--- src/rtl/cycle_readback_pkg.sv ---
// cycle_readback_pkg: constants and types shared by the arbitrage-cycle
// readback slave and its FIFO.
//   - register addresses of the read-only Avalon map
//   - bit positions inside the DATA register
//   - FIFO entry layout {last, vtx} for the default vertex width
package cycle_readback_pkg;

  localparam int PRED_WIDTH = 7;
  localparam int VTX_WIDTH  = PRED_WIDTH + 1;

  localparam logic [2:0] REG_STATUS = 3'd0;
  localparam logic [2:0] REG_DATA   = 3'd1;
  localparam logic [2:0] REG_INFO   = 3'd2;

  localparam int VALID_BIT = 31;
  localparam int LAST_BIT  = 30;

  // cycles_pending is an 8-bit saturating counter
  localparam logic [7:0] PEND_MAX = 8'hFF;

  // Entry layout; the FIFO itself stores it flattened as {last, vtx}.
  typedef struct packed {
    logic                 last;
    logic [VTX_WIDTH-1:0] vtx;
  } fifo_entry_t;

endpackage

--- src/rtl/cycle_readback_fifo.sv ---
// sync_fifo: single-clock FIFO with registered pointers.
// Ports:
//   clk, reset     clock, synchronous active-high reset
//   push_i/wdata_i write strobe and data (ignored when full)
//   pop_i          read strobe (ignored when empty)
//   rdata_o        head entry, valid while !empty_o
//   full_o/empty_o/count_o  status from registered pointers only
// Pointers carry one extra wrap bit so full and empty are distinguishable.
module sync_fifo #(
  parameter int WIDTH = 9,
  parameter int DEPTH = 16,
  localparam int AW   = $clog2(DEPTH)
) (
  input  logic             clk,
  input  logic             reset,
  input  logic             push_i,
  input  logic [WIDTH-1:0] wdata_i,
  input  logic             pop_i,
  output logic [WIDTH-1:0] rdata_o,
  output logic             full_o,
  output logic             empty_o,
  output logic [AW:0]      count_o
);

  localparam logic [AW:0] FULL_CNT = (AW+1)'(DEPTH);

  logic [WIDTH-1:0] mem_q [DEPTH];
  logic [AW:0]      wptr_q, rptr_q;
  logic             do_push, do_pop;

  assign do_push = push_i && !full_o;
  assign do_pop  = pop_i && !empty_o;

  assign count_o = wptr_q - rptr_q;
  assign full_o  = (count_o == FULL_CNT);
  assign empty_o = (wptr_q == rptr_q);
  assign rdata_o = mem_q[rptr_q[AW-1:0]];

  always_ff @(posedge clk) begin
    if (reset) begin
      wptr_q <= '0;
      rptr_q <= '0;
    end else begin
      if (do_push) wptr_q <= wptr_q + 1'b1;
      if (do_pop)  rptr_q <= rptr_q + 1'b1;
    end
  end

  // Storage needs no reset; only entries between the pointers are visible.
  always_ff @(posedge clk) begin
    if (do_push) mem_q[wptr_q[AW-1:0]] <= wdata_i;
  end

endmodule

--- src/rtl/cycle_readback.sv ---
// cycle_readback: read-direction Avalon-MM slave returning detected arbitrage
// cycles to the HPS. The graph core streams vertex indices (with a last
// marker per cycle) into a FIFO; the HPS drains it through register reads.
// Ports:
//   clk, reset                       clock, synchronous active-high reset
//   in_vtx/in_last/in_valid/in_ready producer stream (ready = !full)
//   chipselect/read/address          Avalon read request, 3-bit register select
//   readdata                         registered read data, latency 1, held
//   irq                              (cycles_pending != 0), only when the
//                                    REPORT_IRQ_EN macro is defined
// Registers: 0 STATUS, 1 DATA (pops one entry), 2 INFO, 3..7 read 0.
module cycle_readback
  import cycle_readback_pkg::*;
#(
  parameter int VTX_W = 8,
  parameter int DEPTH = 16
) (
  input  logic             clk,
  input  logic             reset,
  input  logic [VTX_W-1:0] in_vtx,
  input  logic             in_last,
  input  logic             in_valid,
  output logic             in_ready,
  input  logic             chipselect,
  input  logic             read,
  input  logic [2:0]       address,
  output logic [31:0]      readdata
`ifdef REPORT_IRQ_EN
  ,
  output logic             irq
`endif
);

  localparam int AW = $clog2(DEPTH);

  logic [VTX_W:0] fifo_rdata;
  logic           fifo_full, fifo_empty;
  logic [AW:0]    fifo_count;
  logic           push, pop, rd_req, push_last, pop_last;
  logic [7:0]     pending_q, pending_d;
  logic [31:0]    readdata_q, readdata_d;

  // Ready comes only from registered state; a same-cycle pop never opens it.
  assign in_ready = !fifo_full;
  assign push     = in_valid && in_ready;
  assign rd_req   = chipselect && read;
  assign pop      = rd_req && (address == REG_DATA) && !fifo_empty;

  sync_fifo #(.WIDTH(VTX_W+1), .DEPTH(DEPTH)) u_fifo (
    .clk     (clk),
    .reset   (reset),
    .push_i  (push),
    .wdata_i ({in_last, in_vtx}),
    .pop_i   (pop),
    .rdata_o (fifo_rdata),
    .full_o  (fifo_full),
    .empty_o (fifo_empty),
    .count_o (fifo_count)
  );

  assign push_last = push && in_last;
  assign pop_last  = pop && fifo_rdata[VTX_W];

  // Simultaneous arrival and departure of a last entry cancel out.
  always_comb begin
    pending_d = pending_q;
    if (push_last && !pop_last && pending_q != PEND_MAX)
      pending_d = pending_q + 8'd1;
    else if (!push_last && pop_last && pending_q != 8'd0)
      pending_d = pending_q - 8'd1;
  end

  // Read data is captured on the same edge that performs the pop.
  always_comb begin
    readdata_d = readdata_q;
    if (rd_req) begin
      readdata_d = '0;
      case (address)
        REG_STATUS: begin
          readdata_d[7:0]   = 8'(fifo_count);
          readdata_d[8]     = fifo_empty;
          readdata_d[9]     = fifo_full;
          readdata_d[23:16] = pending_q;
        end
        REG_DATA: begin
          if (!fifo_empty) begin
            readdata_d[VALID_BIT]   = 1'b1;
            readdata_d[LAST_BIT]    = fifo_rdata[VTX_W];
            readdata_d[VTX_W-1:0]   = fifo_rdata[VTX_W-1:0];
          end
        end
        REG_INFO: begin
          readdata_d[15:0]  = 16'(DEPTH);
          readdata_d[23:16] = 8'(VTX_W);
        end
        default: readdata_d = '0;
      endcase
    end
  end

  always_ff @(posedge clk) begin
    if (reset) begin
      pending_q  <= '0;
      readdata_q <= '0;
    end else begin
      pending_q  <= pending_d;
      readdata_q <= readdata_d;
    end
  end

  assign readdata = readdata_q;

`ifdef REPORT_IRQ_EN
  logic irq_q;

  always_ff @(posedge clk) begin
    if (reset) irq_q <= 1'b0;
    else       irq_q <= (pending_d != 8'd0);
  end

  assign irq = irq_q;
`endif

endmodule

--- config.mk ---
export PLATFORM = sky130hd
export DESIGN_NAME = cycle_readback
export DESIGN_NICKNAME = d
export VERILOG_FILES = /design/src/rtl/cycle_readback_pkg.sv /design/src/rtl/cycle_readback_fifo.sv /design/src/rtl/cycle_readback.sv
export SDC_FILE = /design/constraint.sdc
export NUM_CORES = 1
export LEC_CHECK = 0
export ABC_CLOCK_PERIOD_IN_PS = 5600
export CAP_MARGIN = 20
export CORE_AREA = 2 2 191 99
export CTS_BUF_LIST = sky130_fd_sc_hd__clkbuf_8
export CTS_CLUSTER_DIAMETER = 40
export CTS_CLUSTER_SIZE = 16
export DETAILED_ROUTE_END_ITERATION = 10
export DIE_AREA = 0 0 193 101
export REMOVE_ABC_BUFFERS = 1
export SYNTH_ARGS = -nofsm -noshare
export SYNTH_HDL_FRONTEND = slang
export SYNTH_SLANG_ARGS = --single-unit
--- constraint.sdc ---
create_clock -name clk -period 5.6 [get_ports clk]
set_clock_uncertainty 0.05 [all_clocks]
set_input_delay 0.84 -clock clk [delete_from_list [all_inputs] [get_ports clk]]
set_output_delay 0.84 -clock clk [all_outputs]
set_load 0.005 [all_outputs]
==> run metrics <==
status=completed; Synth Cell Area=7880 µm²; FP Rows=35; Mapped Avg Cell Area=16.55 µm²; Vias=4448; Hold Path Class=reg -> reg; Register-to-Register Setup Slack=1190 ps; Die Span Y=roughly 100 µm; Worst-Skew Late Latency=between 400 and 500 ps; 1st-iter DRT viols=513; Initial Utilization=a little over two fifths; Setup-failing EPs final=0; Synth Instances=476; I/O pins=50; most frequent cells in the layout=edfxtp_1 (144), nor2_1 (47), mux4_2 (44); vias in the first global route=4340; yosys warns=0; Root Driver=clkbuf_8; first-pass GRT wire length=about 27 mm; post-cts sizing count=0; H-tree level count=4; Setup TNS=0 ps; Reg-to-Reg End=pending_q[7]$_SDFFE_PP0P_; Final Hold Vio Count=0; Residual DRC=0; Num CTS Buffers=17; max-slew violation count=0; # clock sinks=approximately 190; Yosys cell types=between 50 and 60; pin count of the biggest net entering global routing=35; hold path depth=2; Slew HR=45.41%; Peak supply drop=0.1624 mV; P_leak=0.002962 µW; r2r worst-path depth=12; core area=17950 µm²; All-Layer GR Usage=19.96%; Hold Buf Count CTS=0; Yosys reg bits=approximately 190; fraction of registers with async set/reset=0%; Via density=5.732; WL final=18.40 mm; critical setup path kind=reg -> reg; crit path max fanout=11; Critical Path Sink=pending_q[7]$_SDFFE_PP0P_; Required @ worst endpoint=5900 ps; crit share post-route=78.78%; min Tclk post-route=4412 ps; CTS Buffer Depth=2; Synth-to-Final Area Change=13.34%; CP arrival=4710 ps; number of I/O port buffers=37; fin nets=557; most used flip-flop cell after synthesis=edfxtp_1; post-route ant nets=0; Util after Layout=49.74%; initial antenna violation count=0; CP Launch Type=register; Fmax achieved=0.2267 GHz; RSZ-0062 raised after global routing=no; sequential element share of the synthesized area=65.54%; Worst Tran Pin Value=roughly 820 ps; EDFF count, synth=144; clock transition at the registers of the reported paths=100 ps; pwr dens=304.3 nW/µm²; DR WL/cell=23.71 µm; ant diodes=0; Max Cap Viol=0; placer congestion estimate=0.8267; Worst setup EP type=register; share of layout cells above drive strength 1=20.34%; GRT overflow=0; Post-DP HPWL=12.39 mm; Die X=193 µm; CTS tree=done; TritonRoute pass-1 iters=5; most common cell after layout, fill and taps aside=edfxtp_1; die area=19490 µm²; Setup Buffers After CTS=0
-- worst max-delay path, cell delays in order, from the launching register on --
cell and delay (ps):
dfxtp_1 850, mux4_2 600, mux2i_1 250, o22ai_1 190
nor2_1 370, nand3_1 360, ha_1 400, a21o_1 190
a211oi_1 250, nor2_1 140, o41ai_1 400, a311o_1 190
nand4_1 70
-- routing by layer --
layer,wire [µm],up-vias,global-route usage [%]
met5,0,-,0
met4,143,0,5.245
met3,1645,14,4.038
met2,7650,205,27.10
met1,8960,2290,32.26
li1,-,1939,-
-- through the flow --
step	cells	setup slack [ps]	total power, µW	cell area [µm²]	hold WS (ps)
2_1_floorplan	455	1617	1695	7739	432.5
3_3_place_gp	744	1375	1777	8507	418.6
3_5_place_dp	744	1251	1786	8507	432.1
4_1_cts	776	1235	2732	8931	455.8
5_1_grt	776	980.3	2810	8931	464.2
6_report	776	1188	2718	8931	452.8
-- cells by family (layout without fill, tap and decap cells) --
group                      Yosys count  count (layout)  share of synthesized area (%)
muxes                               57              57                          14.72
other                                1              12                        0.04759
adders and majority gates           17              17                          2.890
DFF                                186             186                          65.54
and+or+nand+nor                    111             111                          7.304
AOI/OAI and AO/OA                   45              45                          4.732
buffers and inverters               44              93                          2.906
xor gates and xnor gates            15              15                          1.858
-- power by group --
part | switching, µW | internal (µW) | total (µW)
registers | 22.1 | 1510 | 1530
clock network | 489 | 471 | 960
logic | 131 | 94.6 | 226
-- registers in the layout (all words and copies together) (netlist names), named ones only --
name           count
u_fifo.wptr_q      5
pending_q          8
u_fifo.mem_q     144
readdata          20
u_fifo.rptr_q      5
-- cell usage after synthesis, types with 5 or more instances --
cell / number / area share [%]
a21oi_1: 8 / 0.51
a22oi_1: 12 / 1.1
and2b_2: 5 / 0.56
and3_1: 13 / 1.0
buf_2: 6 / 0.38
buf_4: 12 / 1.1
clkbuf_1: 9 / 0.43
dfxtp_1: 42 / 11
edfxtp_1: 144 / 55
ha_1: 15 / 2.4
inv_1: 11 / 0.52
mux2_4: 5 / 0.95
mux2i_1: 6 / 0.76
mux4_2: 44 / 13
nand2_1: 5 / 0.24
nand2b_1: 5 / 0.40
nand4_1: 7 / 0.56
nor2_1: 47 / 2.2
nor2b_1: 9 / 0.71
nor3_1: 8 / 0.51
xnor2_1: 9 / 1.0
-- worst min-delay path by stage --
stage	end	from
6_report	readdata[31]$_SDFFE_PP0P_	readdata[31]$_SDFFE_PP0P_
5_1_grt	readdata[31]$_SDFFE_PP0P_	readdata[31]$_SDFFE_PP0P_
4_1_cts	readdata[31]$_SDFFE_PP0P_	readdata[31]$_SDFFE_PP0P_
3_5_place_dp	readdata[31]$_SDFFE_PP0P_	readdata[31]$_SDFFE_PP0P_
3_3_place_gp	readdata[31]$_SDFFE_PP0P_	readdata[31]$_SDFFE_PP0P_
2_1_floorplan	readdata[19]$_SDFFE_PP0P_	readdata[19]$_SDFFE_PP0P_
-- area by class of cell --
| cell class | count | area (µm²) |
|---|---|---|
| Fill cell | 1512 | 9024 |
| Sequential cell | 186 | 5166 |
| Timing Repair Buffer | 49 | 460.4 |
| Inverter | 12 | 46.29 |
| Tap cell | 240 | 300.3 |
| Clock buffer | 19 | 261.5 |
| Clock inverter | 13 | 162.7 |
| Multi-Input combinational cell | 257 | 2534 |
Note: power is estimated with default switching activity, not from simulation.
